==> config.mk <==
export PLATFORM = sky130hd
export DESIGN_NAME = apb_completer_flat
export DESIGN_NICKNAME = d
export VERILOG_FILES = /design/src/rtl/apb_pkg.sv /design/src/rtl/apb_completer_if.sv /design/src/rtl/apb_reg_bank.sv /design/src/rtl/apb_completer.sv /design/src/flat_wrapper.sv
export SDC_FILE = /design/constraint.sdc
export NUM_CORES = 1
export LEC_CHECK = 0
export ABC_AREA = 1
export ABC_CLOCK_PERIOD_IN_PS = 2200
export CORE_MARGIN = 3
export CORE_UTILIZATION = 53
export CTS_CLUSTER_SIZE = 28
export DETAILED_ROUTE_END_ITERATION = 16
export PLACE_DENSITY = 0.85
export SYNTH_ARGS = -nofsm -noshare
export SYNTH_HDL_FRONTEND = slang
export SYNTH_SLANG_ARGS = --single-unit
export TNS_END_PERCENT = 5
==> constraint.sdc <==
create_clock -name pclk -period 2.2 [get_ports pclk]
set_input_delay 0.55 -clock pclk [delete_from_list [all_inputs] [get_ports pclk]]
set_output_delay 0.55 -clock pclk [all_outputs]
set_load 0.1 [all_outputs]
==> src/rtl/apb_pkg.sv <==
// Shared types for the APB completer: FSM states, default bus widths and
// the error-cause encoding used by decode and by scoreboards.
package apb_pkg;

  localparam int DEF_DATA_WIDTH = 32;
  localparam int DEF_ADDR_WIDTH = 32;

  typedef enum logic [1:0] {IDLE, WAIT, DONE} apb_state_e;

  typedef enum logic [2:0] {
    ERR_NONE,
    ERR_RANGE,
    ERR_ALIGN,
    ERR_RO,
    ERR_PRIV,
    ERR_STRB
  } apb_err_e;

endpackage

==> src/rtl/apb_completer_if.sv <==
// APB5 bus bundle between a requester (master) and the completer (slave).
interface apb_completer_if
  import apb_pkg::*;
#(
  parameter int ADDR_WIDTH = DEF_ADDR_WIDTH,
  parameter int DATA_WIDTH = DEF_DATA_WIDTH
);
  logic [ADDR_WIDTH-1:0]   paddr;
  logic [2:0]              pprot;
  logic                    psel;
  logic                    penable;
  logic                    pwrite;
  logic [DATA_WIDTH-1:0]   pwdata;
  logic [DATA_WIDTH/8-1:0] pstrb;
  logic                    pready;
  logic [DATA_WIDTH-1:0]   prdata;
  logic                    pslverr;

  modport master (
    output paddr, pprot, psel, penable, pwrite, pwdata, pstrb,
    input  pready, prdata, pslverr
  );

  modport slave (
    input  paddr, pprot, psel, penable, pwrite, pwdata, pstrb,
    output pready, prdata, pslverr
  );
endinterface

==> src/rtl/apb_reg_bank.sv <==
// Register array with a byte-strobed write port and a combinational read port;
// register 0 reads a fixed ID and read-only registers ignore writes.
module apb_reg_bank
  import apb_pkg::*;
#(
  parameter int                    DATA_WIDTH = DEF_DATA_WIDTH,
  parameter int                    NUM_REGS   = 8,
  parameter logic [NUM_REGS-1:0]   RO_MASK    = 'h01,
  parameter logic [DATA_WIDTH-1:0] ID_VALUE   = 'hA9B5_0001,
  localparam int                   IDX_W      = (NUM_REGS > 1) ? $clog2(NUM_REGS) : 1,
  localparam int                   STRB_W     = DATA_WIDTH / 8
) (
  input  logic                  clk,
  input  logic                  rst,
  input  logic                  we,
  input  logic [IDX_W-1:0]      wr_idx,
  input  logic [DATA_WIDTH-1:0] wdata,
  input  logic [STRB_W-1:0]     strb,
  input  logic [IDX_W-1:0]      rd_idx,
  output logic [DATA_WIDTH-1:0] rdata
);

  logic [DATA_WIDTH-1:0] regs [NUM_REGS];

  always_ff @(posedge clk) begin
    if (rst) begin
      for (int i = 0; i < NUM_REGS; i++) regs[i] <= '0;
    end else if (we && !RO_MASK[wr_idx]) begin
      for (int k = 0; k < STRB_W; k++) begin
        if (strb[k]) regs[wr_idx][8*k +: 8] <= wdata[8*k +: 8];
      end
    end
  end

  assign rdata = (rd_idx == '0) ? ID_VALUE : regs[rd_idx];

endmodule

==> src/rtl/apb_completer.sv <==
// APB5 completer: setup capture, decode/error checks, wait-state FSM and
// registered response outputs in front of apb_reg_bank.
module apb_completer
  import apb_pkg::*;
#(
  parameter int                    DATA_WIDTH  = DEF_DATA_WIDTH,
  parameter int                    ADDR_WIDTH  = DEF_ADDR_WIDTH,
  parameter int                    NUM_REGS    = 8,
  parameter logic [ADDR_WIDTH-1:0] BASE_ADDR   = 'h80,
  parameter int                    WAIT_STATES = 1,
  parameter logic [NUM_REGS-1:0]   RO_MASK     = 'h01,
  parameter logic [NUM_REGS-1:0]   PRIV_MASK   = 'h80,
  parameter logic [DATA_WIDTH-1:0] ID_VALUE    = 'hA9B5_0001
) (
  input  logic          pclk,
  input  logic          preset,
  apb_completer_if.slave bus
);

  localparam int                  STRB_W   = DATA_WIDTH / 8;
  localparam int                  IDX_W    = (NUM_REGS > 1) ? $clog2(NUM_REGS) : 1;
  localparam logic [3:0]          WS       = 4'(WAIT_STATES);
  localparam logic [ADDR_WIDTH:0] END_ADDR = {1'b0, BASE_ADDR} + (ADDR_WIDTH+1)'(4 * NUM_REGS);

  apb_state_e            state, state_n;
  logic [3:0]            cnt, cnt_n;
  logic                  cap_en;
  logic [ADDR_WIDTH-1:0] offset;
  logic [IDX_W-1:0]      dec_idx;
  apb_err_e              dec_cause;
  logic                  dec_err;

  logic [IDX_W-1:0]      cap_idx;
  logic                  cap_write;
  logic                  cap_err;
  logic [DATA_WIDTH-1:0] cap_wdata;
  logic [STRB_W-1:0]     cap_strb;

  logic [IDX_W-1:0]      cur_idx;
  logic                  cur_write;
  logic                  cur_err;
  logic [DATA_WIDTH-1:0] rd_data;
  logic                  we;

  logic                  pready_q;
  logic                  pslverr_q;
  logic [DATA_WIDTH-1:0] prdata_q;
  logic                  unused_prot;

  assign unused_prot = ^bus.pprot[2:1];

  always_comb begin
    offset    = bus.paddr - BASE_ADDR;
    dec_idx   = IDX_W'(offset >> 2);
    dec_cause = ERR_NONE;
    if (({1'b0, bus.paddr} < {1'b0, BASE_ADDR}) || ({1'b0, bus.paddr} >= END_ADDR))
      dec_cause = ERR_RANGE;
    else if (bus.paddr[1:0] != 2'b00)
      dec_cause = ERR_ALIGN;
    else if (bus.pwrite && RO_MASK[dec_idx])
      dec_cause = ERR_RO;
    else if (PRIV_MASK[dec_idx] && !bus.pprot[0])
      dec_cause = ERR_PRIV;
    else if (!bus.pwrite && (bus.pstrb != '0))
      dec_cause = ERR_STRB;
    dec_err = (dec_cause != ERR_NONE);
  end

  always_comb begin
    state_n = state;
    cnt_n   = cnt;
    cap_en  = 1'b0;
    case (state)
      IDLE: begin
        if (bus.psel && !bus.penable) begin
          cap_en  = 1'b1;
          cnt_n   = WS;
          state_n = (WS == 4'd0) ? DONE : WAIT;
        end
      end
      WAIT: begin
        if (!bus.psel) begin
          state_n = IDLE;
        end else if (bus.penable) begin
          if (cnt <= 4'd1) state_n = DONE;
          else             cnt_n   = cnt - 4'd1;
        end
      end
      DONE:    state_n = IDLE;
      default: state_n = IDLE;
    endcase
  end

  // With zero wait states DONE is entered on the setup edge itself, so the
  // response must be formed from the live decode rather than the capture.
  assign cur_idx   = cap_en ? dec_idx     : cap_idx;
  assign cur_write = cap_en ? bus.pwrite  : cap_write;
  assign cur_err   = cap_en ? dec_err     : cap_err;
  assign we        = (state == DONE) && cap_write && !cap_err;

  always_ff @(posedge pclk) begin
    if (cap_en) begin
      cap_idx   <= dec_idx;
      cap_write <= bus.pwrite;
      cap_err   <= dec_err;
      cap_wdata <= bus.pwdata;
      cap_strb  <= bus.pstrb;
    end
  end

  always_ff @(posedge pclk) begin
    if (preset) begin
      state     <= IDLE;
      cnt       <= 4'd0;
      pready_q  <= 1'b0;
      pslverr_q <= 1'b0;
      prdata_q  <= '0;
    end else begin
      state     <= state_n;
      cnt       <= cnt_n;
      pready_q  <= (state_n == DONE);
      pslverr_q <= (state_n == DONE) && cur_err;
      prdata_q  <= ((state_n == DONE) && !cur_err && !cur_write) ? rd_data : '0;
    end
  end

  apb_reg_bank #(
    .DATA_WIDTH (DATA_WIDTH),
    .NUM_REGS   (NUM_REGS),
    .RO_MASK    (RO_MASK),
    .ID_VALUE   (ID_VALUE)
  ) u_bank (
    .clk    (pclk),
    .rst    (preset),
    .we     (we),
    .wr_idx (cap_idx),
    .wdata  (cap_wdata),
    .strb   (cap_strb),
    .rd_idx (cur_idx),
    .rdata  (rd_data)
  );

  assign bus.pready  = pready_q;
  assign bus.pslverr = pslverr_q;
  assign bus.prdata  = prdata_q;

endmodule
==> src/flat_wrapper.sv <==
// flat-port wrapper written by rule: the top's interface ports become plain ports
module apb_completer_flat import apb_pkg::*;
#(
  parameter int                    DATA_WIDTH  = DEF_DATA_WIDTH,
  parameter int                    ADDR_WIDTH  = DEF_ADDR_WIDTH,
  parameter int                    NUM_REGS    = 8,
  parameter logic [ADDR_WIDTH-1:0] BASE_ADDR   = 'h80,
  parameter int                    WAIT_STATES = 1,
  parameter logic [NUM_REGS-1:0]   RO_MASK     = 'h01,
  parameter logic [NUM_REGS-1:0]   PRIV_MASK   = 'h80,
  parameter logic [DATA_WIDTH-1:0] ID_VALUE    = 'hA9B5_0001
)
  (pclk, preset, bus_paddr, bus_pprot, bus_psel, bus_penable, bus_pwrite, bus_pwdata, bus_pstrb, bus_pready, bus_prdata, bus_pslverr);
  apb_completer_if #(.ADDR_WIDTH(ADDR_WIDTH), .DATA_WIDTH(DATA_WIDTH)) bus_i ();
  input  logic pclk;
  input  logic preset;
  input wire logic [$bits(bus_i.paddr)-1:0] bus_paddr;
  input wire logic [$bits(bus_i.pprot)-1:0] bus_pprot;
  input wire logic [$bits(bus_i.psel)-1:0] bus_psel;
  input wire logic [$bits(bus_i.penable)-1:0] bus_penable;
  input wire logic [$bits(bus_i.pwrite)-1:0] bus_pwrite;
  input wire logic [$bits(bus_i.pwdata)-1:0] bus_pwdata;
  input wire logic [$bits(bus_i.pstrb)-1:0] bus_pstrb;
  output wire logic [$bits(bus_i.pready)-1:0] bus_pready;
  output wire logic [$bits(bus_i.prdata)-1:0] bus_prdata;
  output wire logic [$bits(bus_i.pslverr)-1:0] bus_pslverr;
  assign bus_i.paddr = bus_paddr;
  assign bus_i.pprot = bus_pprot;
  assign bus_i.psel = bus_psel;
  assign bus_i.penable = bus_penable;
  assign bus_i.pwrite = bus_pwrite;
  assign bus_i.pwdata = bus_pwdata;
  assign bus_i.pstrb = bus_pstrb;
  assign bus_pready = bus_i.pready;
  assign bus_prdata = bus_i.prdata;
  assign bus_pslverr = bus_i.pslverr;
  apb_completer #(.DATA_WIDTH(DATA_WIDTH), .ADDR_WIDTH(ADDR_WIDTH), .NUM_REGS(NUM_REGS), .BASE_ADDR(BASE_ADDR), .WAIT_STATES(WAIT_STATES), .RO_MASK(RO_MASK), .PRIV_MASK(PRIV_MASK), .ID_VALUE(ID_VALUE)) u_core (.pclk(pclk), .preset(preset), .bus(bus_i));
endmodule
Yosys cells after proc, flatten, opt, wreduce, memory -nomap -nowiden
Memories as Yosys holds them, arrays and structs flattened. A register that Yosys moved wholly into a read port is not among the register bits.
Index checks and enable logic that the tools add are counted.
Widths: inputs -> output; s select.
- memory bits (writable): 256
- flip-flop bits (word level): 81
- memories: 4
- logic and storage cells: 103
- input bits: 76
- output and inout bits: 34
- ROM bits: 24
- memory list (name ; depth ; bits a word ; rd ports ; clocked after Yosys merged registers in ; wr ports ; line ; text):
    u_core.u_bank.regs ; 8 ; 32 ; 1 ; 0 ; 8 ; apb_reg_bank.sv:23 ; logic [DATA_WIDTH-1:0] regs [NUM_REGS];
    (no name shown) ; 8 ; 1 ; 1 ; 0 ; 0 ; apb_completer.sv:60 ; else if (bus.pwrite && RO_MASK[dec_idx])
    (no name shown) ; 8 ; 1 ; 1 ; 0 ; 0 ; apb_completer.sv:62 ; else if (PRIV_MASK[dec_idx] && !bus.pprot[0])
    (no name shown) ; 8 ; 1 ; 1 ; 1 ; 0 ; apb_reg_bank.sv:28 ; end else if (we && !RO_MASK[wr_idx]) begin
- equal/unequal tests: 7
- bitwise gates (word level): 1
- add/subtract/negate cells: 2
- reductions and logical operators: 28
- magnitude comparators: 5
- mux-type cells: 45
- operators by type and width (operator ; count):
    $mux 32 ; 2
    $ge 32x8->1 const B ; 1
    $lt 32x8->1 const B ; 1
    $reduce_or 32->1 ; 1
    $mux 1 ; 25
    $mux 3 ; 7
    $mux 4 ; 5
    $logic_and 1x1->1 ; 10
    $lt 3x4->1 const B ; 2
    $mux 2 ; 4
    $pmux 4 s2 ; 1
    $logic_not 1->1 ; 7
    $ne 2x2->1 const B ; 3
    $reduce_and 5->1 ; 1
    $sub 5x1->5 const B ; 1
    $eq 2x2->1 const B ; 2
    $le 4x1->1 const B ; 1
    $pmux 2 s2 ; 1
    $reduce_bool 2->1 ; 2
    $reduce_bool 4->1 ; 1
    $sub 4x1->4 const B ; 1
    $logic_not 3->1 ; 1
    $reduce_bool 3->1 ; 1
    $reduce_or 3->1 ; 1
    6 further kinds ; 6

Depth between registers and ports, before layout
Gate-level depths: netlist of run 1.
- depth in word-level cells: 15
- gate-level depth with buffers: 13
- depth with buffers taken out: 11

Hierarchy
Synthesis of run 1 repeated with hierarchy kept, for this count alone.
- cells, all modules: 1612
- area total of the unflattened synthesis: 15129.5 um^2
- modules (own cells, without submodules) (module ; cells an instance ; times used ; sequential area each (um^2) ; area an instance (um^2)):
    apb_reg_bank ; 1355 ; 1 ; 7687.4 ; 12145.4
    apb_completer ; 257 ; 1 ; 1981.9 ; 2984.1

Least setup slack after synthesis of run 1
Ideal clock, no wire load.
- kind: input-to-reg
- from: in bus_psel
- to: reg u_core.prdata_q[10] (netlist: u_core.bus.prdata[10])
- setup time: 0.066 ns
- slack: -0.021 ns
- required time: 2.134 ns
- data arrival time: 2.155 ns
- stages on the path: 12
- path buffers: 2
- cells stage by stage: inv_1 -> nor2_4 -> nand2_4 -> buf_6 -> inv_2 -> nand3_1 -> nor2_1 -> nand2_1 -> nand2_2 -> nand3_4 -> buf_6 -> a21oi_2
- word-level cells in the longest chain between the ends: 9
- elaborated cells on any way between the ends: 18
- classes of those cells: 1 x eq/ne; 8 x mux; 1 x bitwise; 7 x reduce/logical; 1 x memory
- ends and longest elaborated chain (what ; line ; text):
    start, declared ; flat_wrapper.sv:19 ; input wire logic [$bits(bus_i.psel)-1:0] bus_psel;
    $logic_and 1x1->1 (*) ; apb_completer.sv:75 ; if (bus.psel && !bus.penable) begin
    $mux 1 (*) ; apb_completer.sv:75 ;
    $mux 1 (*) ; apb_completer.sv:73 ; case (state)
    net u_core.cap_en ; apb_completer.sv:27 ; logic cap_en;
    branches (longest 6 deep; another with $mem_v2 8x32) ; n/a ;
    end signal, assigned ; apb_completer.sv:123 ; prdata_q <= ((state_n == DONE) && !cur_err && !cur_write) ? rd_data : '0;
    end, declared ; apb_completer.sv:47 ; logic [DATA_WIDTH-1:0] prdata_q;
Mark *: on every way through the listed nets, which the timed path passes.
A chain may end at the register's enable or synchronous reset.

==> flow_summary.toml, run 1 <==
[run_status]
status = "finished clean"

[timing]
tightest_slew_ns = 0.546
slew_viol_final = 0
rsz0062_at_grt = "false"
period_minus_slack_ns = 2.09
slew_headroom = 0.636
finalSetupViolations = 0
hold_ws_ns = 0.484
post-route-period-util = 0.951
clock_skew_ns = 0.0113
timing.setup.tns_ns = 0
fmax_mhz = 478
hold_viol = 0

[critical_path]
cp_slowest_cell = "clkdlybuf4s50_1"
rr_endpoint = "u_core.bus.prdata[28]$_SDFF_PP0_"
crit_required_ns = 2.37
path_cells = "clkdlybuf4s50_1 > nor4_1 > nand3_1 > nor2_2 > buf_12 > nand2_2 > nand2_1"
crit_type = "input port to register"
end_kind = "register"
r2r-start = "u_core.cnt[0]$_SDFFE_PP0P_"
max_stage_delay_ns = 0.45
critPathArrivalTime_ns = 2.26
crit_path_start_kind = "input port"
r2r_slack_ns = 0.28
worst-path-max-fanout = 8
rr_worst_depth = 9

[detailed_routing]
drt_iter0_drc = 1242
wire_per_inst_um = 17.1
drt_wl_total_um = 37800
via_per_inst = 5.36
dr.pass1.iters = 6
vias = 11800
drtAntennaViolNets = 0
drc_errors = 0

[synth]
synth_top_family_by_area = "simple AND/OR/NAND/NOR gates"
synth-simple-area-share = 0.250
synth_seq_area_share = 0.644
ys_ff_latch = 338
syn_area_um2 = 15000
yosysTopAreaCell = "edfxtp_1"
ys_warn_count = 0
muxShareOfSynthArea = 0
ys_types = 34
syn_area_per_cell_um2 = 9.54
ys.flop_type = "edfxtp_1"
synth-adder-area-share = 0.00166
synth.most_common_cell = "nand2_1"
synthCells = 1577
async_flop_share = 0
synth_area_leaders = "edfxtp_1 58%, nand2_1 9.4%, nor2_1 7.7%"
syn_nets = 1655
yosys.area.top_type_share = 0.583
synth_xor_xnor_area_share = 0
synth_edf_count = 292
synth_compound_area_frac = 0.0275
yosys-top-cells-count = "376 x nand2_1, 308 x nor2_1, 292 x edfxtp_1, 215 x inv_1, 150 x nand3_1"

[clocking]
cts.sinks = 338
postCtsSetupBuffers = 0
clock_latency_ns = 0.51
cts.htree.levels = 2
clk_pin_slew_ns = 0.06
cts_tree = "yes"
cts_resized = 0
cts-buffers-inserted = 37
cts_buffer_depth = 3
cts-root-buf = "clkbuf_16"
postCtsHoldBufs = 0

[floorplan]
dieHeight_um = 175
die_x_um = 175
initial_core_util = 0.540
core_um2 = 27900
die-area_um2 = 30500
std_cell_rows = 61
ios = 110

[finish]
drive_above_1_share = 0.164
area_growth_syn_to_layout_pct = 26.3
fin_util = 0.682
antenna_cells = 0
postLayoutCellArea_um2 = 19000
fin_nets = 1887

[global_routing]
first_global_vias = 12100
top_usage_layer = "met2"
track_usage = 0.248
grt_pass1_wl_um = 59600
use_met2 = 0.437
grt_use_met3 = 0.0450
grt-ovfl-total = 0
grt.met1_usage = 0.296
grt_max_degree = 49
antenna_found_initial = 0

[pwr]
p_leak_uw = 0.00827
vdd_drop_max_mv = 0.457
pwr_density_cell_nw_per_um2 = 808

[min_path]
hold_depth = 2
hold_path_startpoint = "u_core.cnt[1]$_SDFFE_PP0P_"
hold_class = "register to register"
hold_end = "u_core.cnt[1]$_SDFFE_PP0P_"

[placed_design]
gp_congestion = 0.861
hpwl_um = 26100
dpl_cell_area_um2 = 17900
portBuffers = 107

[run]
cap_viol_max_count = 0
[per-stage QoR]
stage,power (µW),setup slack [ns],instances
after floorplan,8610,0.0917,1577
after global placement,9520,-0.322,2148
after detailed placement,9620,-0.398,2148
after CTS,15400,0.119,2211
after global routing,15900,0.00217,2211
final,15300,0.109,2211
[routing by layer]
layer / vias to the layer above / part of all wire / wire length (µm)
met5: - / 0 / 0
met2: 671 / 0.51 / 19200
met1: 5544 / 0.36 / 13400
met4: 0 / 0.042 / 1590
met3: 144 / 0.094 / 3530
li1: 5490 / - / -
[placed cells by master (no fill, tap or decap), types with 2 or more instances in the layout]
master	n
a21oi_1	12
a21oi_2	21
buf_12	50
buf_4	125
bufinv_16	2
clkbuf_1	10
clkbuf_16	37
clkbuf_8	3
clkdlybuf4s50_1	73
clkinv_1	9
dfxtp_1	46
edfxtp_1	292
ha_1	2
inv_1	215
inv_2	4
nand2_1	375
nand2_2	36
nand2_4	2
nand3_1	150
nand4_1	2
nor2_1	308
nor2_2	4
nor2_4	3
nor3_1	11
nor3_2	2
o21ai_1	22
o21ai_4	3
[registers in the layout, summed over array words and instances, names as in the netlist, named ones only]
| register | cells |
|---|---|
| u_core.bus.prdata | 32 |
| u_core.bus.pready | 1 |
| u_core.bus.pslverr | 1 |
| u_core.cap_err | 1 |
| u_core.cap_idx | 3 |
| u_core.cap_strb | 4 |
| u_core.cap_wdata | 32 |
| u_core.cap_write | 1 |
| u_core.cnt | 4 |
| u_core.state | 2 |
| u_core.u_bank.regs | 256 |
[worst max-delay path, delay by kind of cell]
kind	cells	cell delay, ns
AND/OR/NAND/NOR	5	1.10
buffers and inverters	2	0.60
[logic make-up after synthesis]
family,after synthesis
and+or+nand+nor,900
DFF,338
buffers and inverters,276
AOI/OAI and AO/OA,61
adders and majority gates,2
[power by group]
part | internal [µW] | switching, µW | total [µW]
clock | 3420 | 2380 | 5800
combinational | 911 | 1400 | 2310
sequential | 7160 | 79.4 | 7240
[worst max path at each step]
| stage | cells past startpoint | to | slack, ns | from |
|---|---|---|---|---|
| after floorplan | 5 | u_core.u_bank.regs[5][0]$_SDFFCE_PN0P_ | 0.09 | preset |
| after global placement | 12 | u_core.bus.prdata[16]$_SDFF_PP0_ | -0.32 | bus_psel |
| after detailed placement | 12 | u_core.bus.prdata[21]$_SDFF_PP0_ | -0.40 | bus_psel |
| after CTS | 12 | u_core.bus.prdata[6]$_SDFF_PP0_ | 0.12 | bus_psel |
| after global routing | 7 | u_core.u_bank.regs[3][4]$_SDFFCE_PN0P_ | 0.002 | preset |
| final | 7 | u_core.u_bank.regs[3][4]$_SDFFCE_PN0P_ | 0.11 | preset |
[final cells by class]
type / instances / area, µm²
clock inverters: 13 / 113
well taps: 378 / 473
repair buffers: 248 / 2670
flip-flops and latches: 338 / 9690
clock buffers: 50 / 1000
fillers: 1864 / 8850
inverters: 221 / 832
multi-input cells: 963 / 4230
Power figures use the tool's default switching activity.
==> run 2, diff against run 1 <==
CTS_CLUSTER_DIAMETER = 100   (was unset)
==> flow_summary.toml, run 2 (same netlist as run 1, synthesis figures left out) <==
[run_status]
status = "finished clean"

[critical_path]
critPathArrivalTime_ns = 2.23
cpLargestDelayFamily = "simple AND/OR/NAND/NOR gates"
cp_slowest_cell = "clkdlybuf4s50_1"
worst-path-max-fanout = 8
crit_required_ns = 2.38
max_stage_delay_ns = 0.45
crit_buf_inv = 2
crit_type = "input port to register"
end_kind = "register"
path_cells = "clkdlybuf4s50_1 > nor4_1 > nand3_1 > nor2_2 > buf_12 > nand2_2 > nand2_1"
crit_path_start_kind = "input port"

[floorplan]
die-area_um2 = 30500
dieHeight_um = 175
core_um2 = 27900
std_cell_rows = 61
die_x_um = 175
ios = 110
initial_core_util = 0.540

[clocking]
cts-root-buf = "clkbuf_16"
clock_latency_ns = 0.53
postCtsHoldBufs = 0
cts_tree = "yes"
cts_buffer_depth = 3
cts-buffers-inserted = 16
cts.htree.levels = 1
cts.sinks = 338
clk_pin_slew_ns = 0.10

[finish]
largest_reg_flops = 256
drive_above_1_share = 0.153
final_common_cell = "nand2_1"
fill_cells = 1977
fin_util = 0.660
area_growth_syn_to_layout_pct = 22.1
layout_common_cells = "375 x nand2_1, 308 x nor2_1, 292 x edfxtp_1"
antenna_cells = 0
top_register = "u_core.u_bank.regs"
fin_nets = 1866

[timing]
fmax_mhz = 488
period_minus_slack_ns = 2.05
slew_viol_final = 0
hold_ws_ns = 0.488
hold_viol = 0
finalWorstSetupSlack_ns = 0.150
finalSetupViolations = 0
rsz0062_at_grt = "false"
tightest_slew_ns = 0.556
post-route-period-util = 0.932
slew_headroom = 0.629
clock_skew_ns = 0.0234

[detailed_routing]
drc_errors = 0
via_per_inst = 5.30
vias = 11500
drtAntennaViolNets = 0
drt_wl_total_um = 36900
dr.pass1.iters = 6
drt_iter0_drc = 1115
wire_per_inst_um = 17.0

[global_routing]
grt_max_degree = 49
grt_pass1_wl_um = 57800
antenna_found_initial = 0
grt-ovfl-total = 0
track_usage = 0.238
first_global_vias = 11700

[placed_design]
gp_congestion = 0.861
hpwl_um = 26100
post-place-ws_ns = -0.398
portBuffers = 107

[pwr]
vdd_drop_max_mv = 0.441
p_leak_uw = 0.00796
pwr_density_cell_nw_per_um2 = 709
power.total_uw = 13000

[min_path]
hold_class = "register to register"

[run]
cap_viol_max_count = 0
[run 2: worst paths after layout]
| path | endpoint | depth (start not counted) | from | slack, ns |
|---|---|---|---|---|
| worst max register to register | u_core.bus.prdata[28]$_SDFF_PP0_ | 9 | u_core.cnt[0]$_SDFFE_PP0P_ | 0.27 |
| worst min-delay path | u_core.cnt[1]$_SDFFE_PP0P_ | 2 | u_core.cnt[1]$_SDFFE_PP0P_ | 0.49 |
| worst max-delay path | u_core.u_bank.regs[3][4]$_SDFFCE_PN0P_ | 7 | preset | 0.15 |
| worst min register to register | u_core.cnt[1]$_SDFFE_PP0P_ | 2 | u_core.cnt[1]$_SDFFE_PP0P_ | 0.49 |
[run 2: routing by layer]
layer | up-vias | share of wire | wire length, µm | GRT usage
met5 | - | 0 | 0 | 0
met4 | 0 | 0.037 | 1350 | 0.0864
met3 | 124 | 0.099 | 3640 | 0.0406
met2 | 650 | 0.50 | 18600 | 0.427
met1 | 5314 | 0.36 | 13400 | 0.291
li1 | 5440 | - | - | -
[run 2: final cells by class]
cell class | instances | area, µm² | share of cell area
clock buffer | 25 | 455 | 0.0248
clock inverter | 2 | 32.5 | 0.00177
inverter | 221 | 832 | 0.0453
tap | 378 | 473 | 0.0257
timing repair buffer | 248 | 2670 | 0.145
sequential | 338 | 9690 | 0.527
multi-input combinational | 963 | 4230 | 0.230
[run 2: worst min-delay path, cell delays in order, from the launching register on]
cell and delay, ns:
dfxtp_1 0.34, nand2_1 0.06, a21oi_1 0.05
[run 2: what timing repair did]
item | CTS | global route
buffers inserted | 0 | 0
resized for setup | 0 | 2
setup endpoints to repair | 0 | 6
[run 2: report_power, final]
part	total [µW]	switching [µW]	internal [µW]	leakage, µW
Combinational	2300	1390	911	0.00438
Sequential	7220	78.9	7140	0.00335
Clock	3500	2010	1480	0.000233
[run 2: through the flow]
| stage | setup TNS [ns] | cells | cell area (µm²) |
|---|---|---|---|
| 4_1_cts | 0 | 2175 | 18400 |
| 3_5_place_dp | -136.29 | 2148 | 17900 |
| 6_report | 0 | 2175 | 18400 |
| 5_1_grt | 0 | 2175 | 18400 |
| 3_3_place_gp | -85.08 | 2148 | 17900 |
| 2_1_floorplan | 0 | 1577 | 15100 |
==> run 3, diff against run 2 <==
ABC_CLOCK_PERIOD_IN_PS = 1800   (was 2200)
CTS_CLUSTER_SIZE = 20   (was 28)
clock period = 1.8 ns   (was 2.2 ns; I/O delays follow)
==> flow_summary.toml, run 3 (same netlist as run 1, synthesis figures left out) <==
[run_status]
status = "finished, violations left"
violations = "setup timing"

[timing]
rsz0062_at_grt = "true"
hold_ws_ns = 0.475
slew_headroom = 0.726
finalSetupViolations = 32
slew_viol_final = 0
finalWorstSetupSlack_ns = -0.213
tightest_slew_ns = 0.410
clock_skew_ns = 0.0196
period_minus_slack_ns = 2.01
hold_viol = 0
fmax_mhz = 497
post-route-period-util = 1.12

[detailed_routing]
drt_wl_total_um = 40200
vias = 12000
via_per_inst = 5.50
drtAntennaViolNets = 0
drc_errors = 0
drt_iter0_drc = 1555
dr.pass1.iters = 10
wire_per_inst_um = 18.5

[critical_path]
r2r-start = "u_core.cnt[0]$_SDFFE_PP0P_"
rr_endpoint = "u_core.bus.prdata[12]$_SDFF_PP0_"
max_stage_delay_ns = 0.37
path_cells = "inv_4 > ha_4 > nor2_4 > nor3_4 > nand4_1 > nor2_4 > buf_6 > nand3_4 > buf_12 > a21oi_2"
cp_slowest_cell = "dfxtp_4"
worst-path-max-fanout = 6
crit_required_ns = 2.26
r2r_slack_ns = -0.21
crit_buf_inv = 3
crit_top_cell = "nor2_4"
critPathArrivalTime_ns = 2.47
rr_worst_depth = 10
end_kind = "register"
cpLargestDelayFamily = "simple AND/OR/NAND/NOR gates"
crit_path_start_kind = "register"
crit_type = "register to register"

[finish]
fin_nets = 1860
final_common_cell = "nand2_1"
drive_above_1_share = 0.180
top_register = "u_core.u_bank.regs"
antenna_cells = 0
area_growth_syn_to_layout_pct = 26.9
fin_util = 0.685
layout_common_cells = "337 x nand2_1, 307 x nor2_1, 292 x edfxtp_1"
largest_reg_flops = 256

[placed_design]
gp_congestion = 0.889
hpwl_um = 26300
post-place-ws_ns = -0.692
portBuffers = 107

[clocking]
cts-buffers-inserted = 20
cts_tree = "yes"
cts.sinks = 338
clock_latency_ns = 0.53
postCtsHoldBufs = 0
cts.htree.levels = 1
cts_buffer_depth = 3
clk_pin_slew_ns = 0.08
cts-root-buf = "clkbuf_16"

[min_path]
hold_class = "input port to register"
hold_end = "u_core.cap_wdata[0]$_DFFE_PP_"
hold_depth = 1
hold_path_startpoint = "bus_pwdata[0]"

[floorplan]
std_cell_rows = 61
ios = 110
die-area_um2 = 30500
die_x_um = 175
dieHeight_um = 175
core_um2 = 27900
initial_core_util = 0.540

[pwr]
pwr_density_cell_nw_per_um2 = 858
p_leak_uw = 0.00815
power.total_uw = 16400
vdd_drop_max_mv = 0.701

[global_routing]
first_global_vias = 12000
antenna_found_initial = 0
grt-ovfl-total = 0
grt_max_degree = 49
track_usage = 0.254
grt_pass1_wl_um = 61500

[run]
cap_viol_max_count = 0
==> run 3: cell types whose count changed in the layout (fill, tap and decap cells not counted), sizes merged <==
cell,delta
clkbuf,+13
nand2,+1
buf,-15
clkdlybuf4s50,-1
inv,-1
bufbuf,+1
dlymetal6s2s,+1
==> run 3: layer usage <==
layer	global-route usage	part of all wire
met1	0.317	0.34
met2	0.439	0.50
met3	0.0452	0.11
met4	0.106	0.042
met5	0	0
==> run 3: metrics by stage <==
stage                     area (µm²)  cells  setup TNS [ns]
final                          19100   2174           -5.36
after global routing           19100   2174           -8.24
after CTS                      18900   2165           -1.33
after detailed placement       18200   2125         -202.91
after global placement         18200   2125         -188.48
after floorplan                15400   1577          -14.47
==> run 3: layout make-up <==
| class | instances | area (µm²) |
|---|---|---|
| Inverter | 221 | 848 |
| Sequential cell | 338 | 9690 |
| Clock inverter | 1 | 3.75 |
| Timing Repair Buffer | 237 | 2820 |
| Tap cell | 378 | 473 |
| Multi-Input combinational cell | 964 | 4680 |
| Fill cell | 1857 | 8760 |
| Clock buffer | 35 | 578 |
==> run 3: worst max-delay path by stage <==
stage | from | end | slack [ns] | depth (start not counted)
final | u_core.cnt[0]$_SDFFE_PP0P_ | u_core.bus.prdata[12]$_SDFF_PP0_ | -0.21 | 10
after global routing | u_core.cnt[0]$_SDFFE_PP0P_ | u_core.bus.prdata[22]$_SDFF_PP0_ | -0.30 | 10
after CTS | u_core.cnt[0]$_SDFFE_PP0P_ | u_core.bus.prdata[24]$_SDFF_PP0_ | -0.09 | 11
after detailed placement | bus_psel | u_core.bus.prdata[24]$_SDFF_PP0_ | -0.69 | 11
after global placement | bus_psel | u_core.bus.prdata[24]$_SDFF_PP0_ | -0.64 | 11
after floorplan | preset | u_core.u_bank.regs[0][0]$_SDFFCE_PN0P_ | -0.06 | 3
==> run 3: timing repair <==
item / in CTS / in global routing
gates resized for setup: 11 / 30
setup endpoints to repair: 32 / 32
buffers inserted: 2 / 6
gates cloned: 2 / 3
pin swaps: 3 / 10
==> run 3: power breakdown <==
group | total (µW) | switching (µW) | internal [µW]
combinational | 2920 | 1820 | 1110
clock | 4640 | 2440 | 2200
sequential | 8830 | 102 | 8730
